### config.mk
export PLATFORM = sky130hd
export DESIGN_NAME = id_stage
export DESIGN_NICKNAME = d
export VERILOG_FILES = /design/src/rtl/rv_pkg.sv /design/src/rtl/id_stage_reg_file.sv /design/src/rtl/id_stage.sv
export SDC_FILE = /design/constraint.sdc
export NUM_CORES = 2
export LEC_CHECK = 0
export CAP_MARGIN = 20
export CORE_AREA = 8 8 407 409
export DETAILED_ROUTE_END_ITERATION = 16
export DIE_AREA = 0 0 415 417
export HOLD_SLACK_MARGIN = 0.12
export SKIP_LAST_GASP = 1
export SYNTH_ARGS = -nofsm -noshare
export SYNTH_HDL_FRONTEND = slang
export SYNTH_SLANG_ARGS = --single-unit
### constraint.sdc
create_clock -name clk -period 2.95 [get_ports clk]
set_input_delay 0.59 -clock clk [delete_from_list [all_inputs] [get_ports clk]]
set_output_delay 0.59 -clock clk [all_outputs]
set_load 0.05 [all_outputs]
### src/rtl/rv_pkg.sv
// rv_pkg: shared RV32I opcodes, ALU codes, immediate formats and decode helpers
package rv_pkg;
    localparam logic [6:0] OP_R      = 7'b0110011;
    localparam logic [6:0] OP_IMM    = 7'b0010011;
    localparam logic [6:0] OP_LOAD   = 7'b0000011;
    localparam logic [6:0] OP_STORE  = 7'b0100011;
    localparam logic [6:0] OP_BRANCH = 7'b1100011;
    localparam logic [6:0] OP_JAL    = 7'b1101111;
    localparam logic [6:0] OP_JALR   = 7'b1100111;
    localparam logic [6:0] OP_LUI    = 7'b0110111;
    localparam logic [6:0] OP_AUIPC  = 7'b0010111;
    localparam logic [31:0] NOP_INSTR = 32'h0000_0013;

    typedef enum logic [3:0] {
        ALU_ADD = 4'd0, ALU_SUB = 4'd1, ALU_SLL = 4'd2, ALU_SLT = 4'd3,
        ALU_SLTU = 4'd4, ALU_XOR = 4'd5, ALU_SRL = 4'd6, ALU_SRA = 4'd7,
        ALU_OR = 4'd8, ALU_AND = 4'd9, ALU_PASSB = 4'd10
    } alu_op_e;

    typedef enum logic [2:0] {IMM_I, IMM_S, IMM_B, IMM_U, IMM_J} imm_fmt_e;

    function automatic logic [31:0] gen_imm(input logic [31:0] i, input imm_fmt_e f);
        return f == IMM_S ? {{20{i[31]}}, i[31:25], i[11:7]} :
               f == IMM_B ? {{19{i[31]}}, i[31], i[7], i[30:25], i[11:8], 1'b0} :
               f == IMM_U ? {i[31:12], 12'b0} :
               f == IMM_J ? {{11{i[31]}}, i[31], i[19:12], i[20], i[30:21], 1'b0} :
                            {{20{i[31]}}, i[31:20]};
    endfunction

    // alt selects SUB/SRA; callers decide when funct7[5] is meaningful
    function automatic alu_op_e alu_dec(input logic [2:0] f3, input logic alt);
        return f3 == 3'd0 ? (alt ? ALU_SUB : ALU_ADD) :
               f3 == 3'd1 ? ALU_SLL :
               f3 == 3'd2 ? ALU_SLT :
               f3 == 3'd3 ? ALU_SLTU :
               f3 == 3'd4 ? ALU_XOR :
               f3 == 3'd5 ? (alt ? ALU_SRA : ALU_SRL) :
               f3 == 3'd6 ? ALU_OR : ALU_AND;
    endfunction
endpackage

### src/rtl/id_stage_reg_file.sv
// reg_file: 32xXLEN register file, two async reads, one sync write, x0 hardwired to 0
// Optional write-first bypass when ID_WB_BYPASS_EN is defined.
module reg_file #(
    parameter int XLEN = 32
) (
    input  logic            clk,
    input  logic            i_reset,
    input  logic            i_we,
    input  logic [4:0]      i_wa,
    input  logic [XLEN-1:0] i_wd,
    input  logic [4:0]      i_ra1,
    input  logic [4:0]      i_ra2,
    output logic [XLEN-1:0] o_rd1,
    output logic [XLEN-1:0] o_rd2
);
    logic [XLEN-1:0] r_regs [32];

    // clear on reset, commit writeback at the edge, never write x0
    always_ff @(posedge clk) begin
        if (i_reset)
            for (int k = 0; k < 32; k++) r_regs[k] <= '0;
        else if (i_we && i_wa != 5'd0)
            r_regs[i_wa] <= i_wd;
    end

`ifdef ID_WB_BYPASS_EN
    assign o_rd1 = i_ra1 == 5'd0 ? '0 : (i_we && i_wa == i_ra1) ? i_wd : r_regs[i_ra1];
    assign o_rd2 = i_ra2 == 5'd0 ? '0 : (i_we && i_wa == i_ra2) ? i_wd : r_regs[i_ra2];
`else
    assign o_rd1 = i_ra1 == 5'd0 ? '0 : r_regs[i_ra1];
    assign o_rd2 = i_ra2 == 5'd0 ? '0 : r_regs[i_ra2];
`endif
endmodule

### src/rtl/id_stage.sv
// id_stage: RV32I decode stage with register file and ID/EX pipeline register
// Build option ID_WB_BYPASS_EN enables same-cycle writeback-to-read bypass.
module id_stage #(
    parameter int          XLEN      = 32,
    parameter logic [31:0] NOP_INSTR = rv_pkg::NOP_INSTR
) (
    input  logic            clk,
    input  logic            reset,
    input  logic [31:0]     pc_in,
    input  logic [31:0]     instruction,
    input  logic            if_valid,
    input  logic            stall,
    input  logic            flush,
    input  logic            wb_we,
    input  logic [4:0]      wb_rd,
    input  logic [XLEN-1:0] wb_data,
    output logic            id_valid,
    output logic [31:0]     id_pc,
    output logic [XLEN-1:0] rs1_data,
    output logic [XLEN-1:0] rs2_data,
    output logic [31:0]     imm,
    output logic [4:0]      rs1,
    output logic [4:0]      rs2,
    output logic [4:0]      rd,
    output logic [3:0]      alu_op,
    output logic            alu_src,
    output logic            mem_read,
    output logic            mem_write,
    output logic            mem_to_reg,
    output logic            reg_write,
    output logic            branch,
    output logic            jump,
    output logic [2:0]      funct3,
    output logic            illegal
);
    import rv_pkg::*;

    logic [31:0]     w_instr;
    logic [6:0]      w_opc;
    logic [2:0]      w_f3;
    logic            w_f7b5;
    logic [XLEN-1:0] w_rd1, w_rd2;
    imm_fmt_e        w_fmt;
    alu_op_e         w_alu;
    logic w_alu_src, w_mem_read, w_mem_write, w_reg_write, w_branch, w_jump, w_illegal;

    assign w_instr = if_valid ? instruction : NOP_INSTR;
    assign w_opc   = w_instr[6:0];
    assign w_f3    = w_instr[14:12];
    assign w_f7b5  = w_instr[30];

    reg_file #(.XLEN(XLEN)) u_rf (
        .clk(clk), .i_reset(reset),
        .i_we(wb_we), .i_wa(wb_rd), .i_wd(wb_data),
        .i_ra1(w_instr[19:15]), .i_ra2(w_instr[24:20]),
        .o_rd1(w_rd1), .o_rd2(w_rd2)
    );

    // control decode; unknown opcodes leave every side effect off and raise illegal
    always_comb begin
        w_fmt       = IMM_I;
        w_alu       = ALU_ADD;
        w_alu_src   = 1'b0;
        w_mem_read  = 1'b0;
        w_mem_write = 1'b0;
        w_reg_write = 1'b0;
        w_branch    = 1'b0;
        w_jump      = 1'b0;
        w_illegal   = 1'b0;
        case (w_opc)
            OP_R:      begin w_alu = alu_dec(w_f3, w_f7b5); w_reg_write = 1'b1; end
            OP_IMM:    begin w_alu = alu_dec(w_f3, w_f3 == 3'd5 && w_f7b5); w_alu_src = 1'b1; w_reg_write = 1'b1; end
            OP_LOAD:   begin w_alu_src = 1'b1; w_mem_read = 1'b1; w_reg_write = 1'b1; end
            OP_STORE:  begin w_fmt = IMM_S; w_alu_src = 1'b1; w_mem_write = 1'b1; end
            OP_BRANCH: begin w_fmt = IMM_B; w_branch = 1'b1; end
            OP_JAL:    begin w_fmt = IMM_J; w_alu_src = 1'b1; w_reg_write = 1'b1; w_jump = 1'b1; end
            OP_JALR:   begin w_alu_src = 1'b1; w_reg_write = 1'b1; w_jump = 1'b1; end
            OP_LUI:    begin w_fmt = IMM_U; w_alu = ALU_PASSB; w_alu_src = 1'b1; w_reg_write = 1'b1; end
            OP_AUIPC:  begin w_fmt = IMM_U; w_alu_src = 1'b1; w_reg_write = 1'b1; end
            default:   w_illegal = 1'b1;
        endcase
    end

    // ID/EX register: reset and flush load an all-zero bubble, stall holds
    always_ff @(posedge clk) begin
        if (reset || flush) begin
            id_valid   <= 1'b0;
            id_pc      <= '0;
            rs1_data   <= '0;
            rs2_data   <= '0;
            imm        <= '0;
            rs1        <= '0;
            rs2        <= '0;
            rd         <= '0;
            alu_op     <= '0;
            alu_src    <= 1'b0;
            mem_read   <= 1'b0;
            mem_write  <= 1'b0;
            mem_to_reg <= 1'b0;
            reg_write  <= 1'b0;
            branch     <= 1'b0;
            jump       <= 1'b0;
            funct3     <= '0;
            illegal    <= 1'b0;
        end else if (!stall) begin
            id_valid   <= if_valid;
            id_pc      <= pc_in;
            rs1_data   <= w_rd1;
            rs2_data   <= w_rd2;
            imm        <= gen_imm(w_instr, w_fmt);
            rs1        <= w_instr[19:15];
            rs2        <= w_instr[24:20];
            rd         <= w_instr[11:7];
            alu_op     <= w_alu;
            alu_src    <= w_alu_src;
            mem_read   <= w_mem_read;
            mem_write  <= w_mem_write;
            mem_to_reg <= w_mem_read;
            reg_write  <= w_reg_write;
            branch     <= w_branch;
            jump       <= w_jump;
            funct3     <= w_f3;
            illegal    <= w_illegal;
        end
    end
endmodule

==> out/summary.md <==
The tools report the number of levels the H-tree was split into as 4. The highest attainable clock frequency is 361 MHz. The initial antenna violation count was 6.

The area used by multi-input combinational logic was 25,500 um^2. Max-cap violations in this run came to 0. The average detailed-routed wire length per instance came out at 28.3 um. Prevailing post-synth register cell: sky130_fd_sc_hd__edfxtp_1. The cell count of the worst reg-to-reg path is 5. The worst path buffer plus inverter count was 1; the final design instance area without fill was 74,800 um^2. Measured along the x axis, the die boundary spans 415 um. Setup violations remaining at the end of the flow were counted as 0.

Clock-pin slew was measured on the worst setup and hold paths at 0.06 ns. For the number of failing hold endpoints at the final stage, the log shows 0. The logic depth of the worst setup path including buffers was 1. Counting every instance in the synthesized netlist gives 5,710. On the final layout, the worst clock skew is 0.0280 ns.

After legalization and detailed placement, the total HPWL measured 158 mm. The detailed router placed 48,900 vias in this run. In this run the tightest slew margin relative to its limit is 57.5%. The global-route total usage across every layer came out at 26.0%.

Most common cell after layout, fill and taps aside: sky130_fd_sc_hd__edfxtp_1. For the worst setup path, the data required time is 2.36 ns. The biggest cell delay along the critical path was 0.88 ns. The start point of the worst min-delay path is if_valid. The tools report the DRC violation count after routing as 0. The detail route stage leaves a number of antenna-violating nets equal to 0. On the critical path the largest part of the delay comes from buffers and inverters. IR analysis of the VDD net gives a maximum drop of 0.639 mV. Cell with the biggest individual delay on the critical path: sky130_fd_sc_hd__clkdlybuf4s50_1. Walking the worst path, the cells encountered are clkdlybuf4s50_1.

After the last flow step, the layout net total stands at 6,191. The worst register-to-register path begins at u_rf.r_regs[9][30]$_SDFFCE_PN0P_. The tools report the floorplan die area as 173,000 um^2. At the pin with the least slew margin, the transition time is 0.638 ns. The layout cell share with drive strength beyond 1 was 13.1%. Setup repair after global routing left no endpoint under its margin.

At the end of routability-driven placement, the weighted congestion stood at 0.958. For this configuration, the core starts out at a cell density of 38.7%. The vias per cell came out at 5.91. The height of the die works out to 417 um. The logs give 72 for the distinct cell type count of the synthesized netlist and 117 for the maximum number of pins on one net before global-route repair.

The number of instances on the worst hold path is 3. The run finished with clean final reports. Of all nets on the critical path, the largest fanout is 2. The number of slew-limit violations in the final report is 0.

The top cell types in the final layout, fill and taps aside, are sky130_fd_sc_hd__edfxtp_1, sky130_fd_sc_hd__and2_1, sky130_fd_sc_hd__nand2_1. The tools report the cell at the root of the clock tree as sky130_fd_sc_hd__clkbuf_16. STA classifies the critical path endpoint as an output port. The final worst-path cycle share is 93.9%. For hold timing, the worst endpoint is imm[13]$_SDFFE_PP0N_. The via count of the first global-routing pass came out at 48,400. The sort of element at the start of the critical path is a flop. The critical path class is flop to output port. The tree built by TritonCTS fans out to 1,182 sinks.

The register with the most flip-flops in the layout has 1,024 of them. The number of core rows was 147. In this run the cell area of the synthesized design comes to 61,600 um^2. The run gives 336 mm as the wire length of the first global-routing pass. The setup slack of the worst register-to-register path is 0.96 ns. For the worst path arrival time, the log shows 2.18 ns.

The terminus of the critical flop-to-flop path was rs1_data[30]$_SDFFE_PP0N_. The clock period could shrink to 2.77 ns. Share of the core filled with cells: 46.9%. In this run the post-CTS setup repair buffer count came out at 0. The sequential-to-total area share from yosys stat is 55.0%. Counting flops per register, the top entry is u_rf.r_regs.

The instance area after placement came out at 70,400 um^2. The count of buffers added on input and output ports is 265. The sequential cell area in the final layout came out at 33,900 um^2. After detailed routing, the total wire length is 235 mm.

For this design the ratio of total power to cell area is 555 nW/um^2. Core area: 159,000 um^2. TritonCTS built the clock tree. Yosys printed 0 warnings.

The fill cell total of the finished layout is 14,500, and the minimum hold slack is 0.281 ns. The maximum number of buffers from clock root to sink is 3, and the clock latency of the later-clocked register in the worst-skew pair is 0.79 ns. Flop and latch count out of synthesis: 1,182. Counting tap cells, the placed design contains a total of 8,032 instances. The total overflow left after global routing is 0. The I/O pin total was 266; the number of clock buffers inserted by TritonCTS was 136. The path type of the worst min-delay path is input port to flop. The number of standard cells in the layout, taps in and fillers out came out at 8,287. After the first detailed-routing iteration, the DRC count stood at 6,136. After synthesis, the share of flip-flops with an asynchronous set or reset is 0%.

The leakage power total is 28.4 nW. Dividing the synthesized area by the synthesized cell count gives 10.8 um^2. Before antenna repair, the detailed router went through 6 iterations. The area growth from synthesis to final layout was 21.4%; the number of flops mapped to enable cells by yosys was 1,024.
[repair_timing]
item | in CTS | in global routing
resized for setup | 2 | 0
endpoints found under the setup margin | 2 | 0
hold buffers | 0 | 0
[report_power, final]
| part | internal [mW] | switching [mW] | total (mW) |
|---|---|---|---|
| Sequential | 19.0 | 0.510 | 19.5 |
| Combinational | 1.84 | 3.19 | 5.02 |
| Clock | 9.82 | 7.13 | 16.9 |
[cell type report]
cell class / count / share of cell area, %
repair buffers: 761 / 10.8
clock buffers: 191 / 5.09
flip-flops and latches: 1182 / 45.4
diodes: 3 / 0.0100
inverters: 73 / 0.367
clock inverters: 61 / 0.766
multi-input cells: 3930 / 34.1
well taps: 2086 / 3.49
[metrics by stage]
step | total power [mW] | setup WS (ns) | setup TNS (ns)
final | 41.5 | 0.181 | 0
after CTS | 41.6 | 0.152 | 0
after global placement | 24.8 | -0.0569 | -0.194
after detailed placement | 24.8 | -0.0728 | -0.475
after floorplan | 22.3 | 0.524 | 0
after global routing | 42.6 | 0.107 | 0
[synth_stat cells (all sizes together), types with 60 or more instances]
cell type,n,share of area (%)
edfxtp,1024,50
and2,1001,10
nand2,834,5.1
mux2i,633,10
clkbuf,414,2.5
nand3,257,2.1
a21oi,197,1.6
nor2,195,1.2
a32oi,190,2.7
dfxtp,158,5.1
buf,142,1.2
a22oi,73,0.89
inv,72,0.44
a211oi,67,0.82
o2111ai,62,0.88
a221o,60,0.97
[worst max path at each step]
stage,from,to,slack [ns]
global route,rs2_data[11]$_SDFFE_PP0N_,rs2_data[11],0.11
floorplan,reset,u_rf.r_regs[2][0]$_SDFFCE_PN0P_,0.52
finish,rs2_data[11]$_SDFFE_PP0N_,rs2_data[11],0.18
global placement,instruction[18],rs1_data[17]$_SDFFE_PP0N_,-0.06
CTS,rs1_data[31]$_SDFFE_PP0N_,rs1_data[31],0.15
detailed placement,instruction[18],rs1_data[17]$_SDFFE_PP0N_,-0.07
[logic make-up after synthesis]
logic type | share of synthesized area [%]
other | 0.00609
buffers and inverters | 4.19
multiplexers | 10.5
flip-flops | 55.0
AO/OA/AOI/OAI | 10.2
AND/OR/NAND/NOR | 20.1
[per-layer routing]
layer / part of all wire (%) / vias up / GRT usage, %
li1: - / 21300 / -
met1: 39 / 24200 / 33.1
met2: 46 / 2747 / 42.1
met3: 8.4 / 622 / 4.10
met4: 6.5 / 2 / 15.2
met5: 0.0055 / - / 0
(Power assumes the default switching activity.)
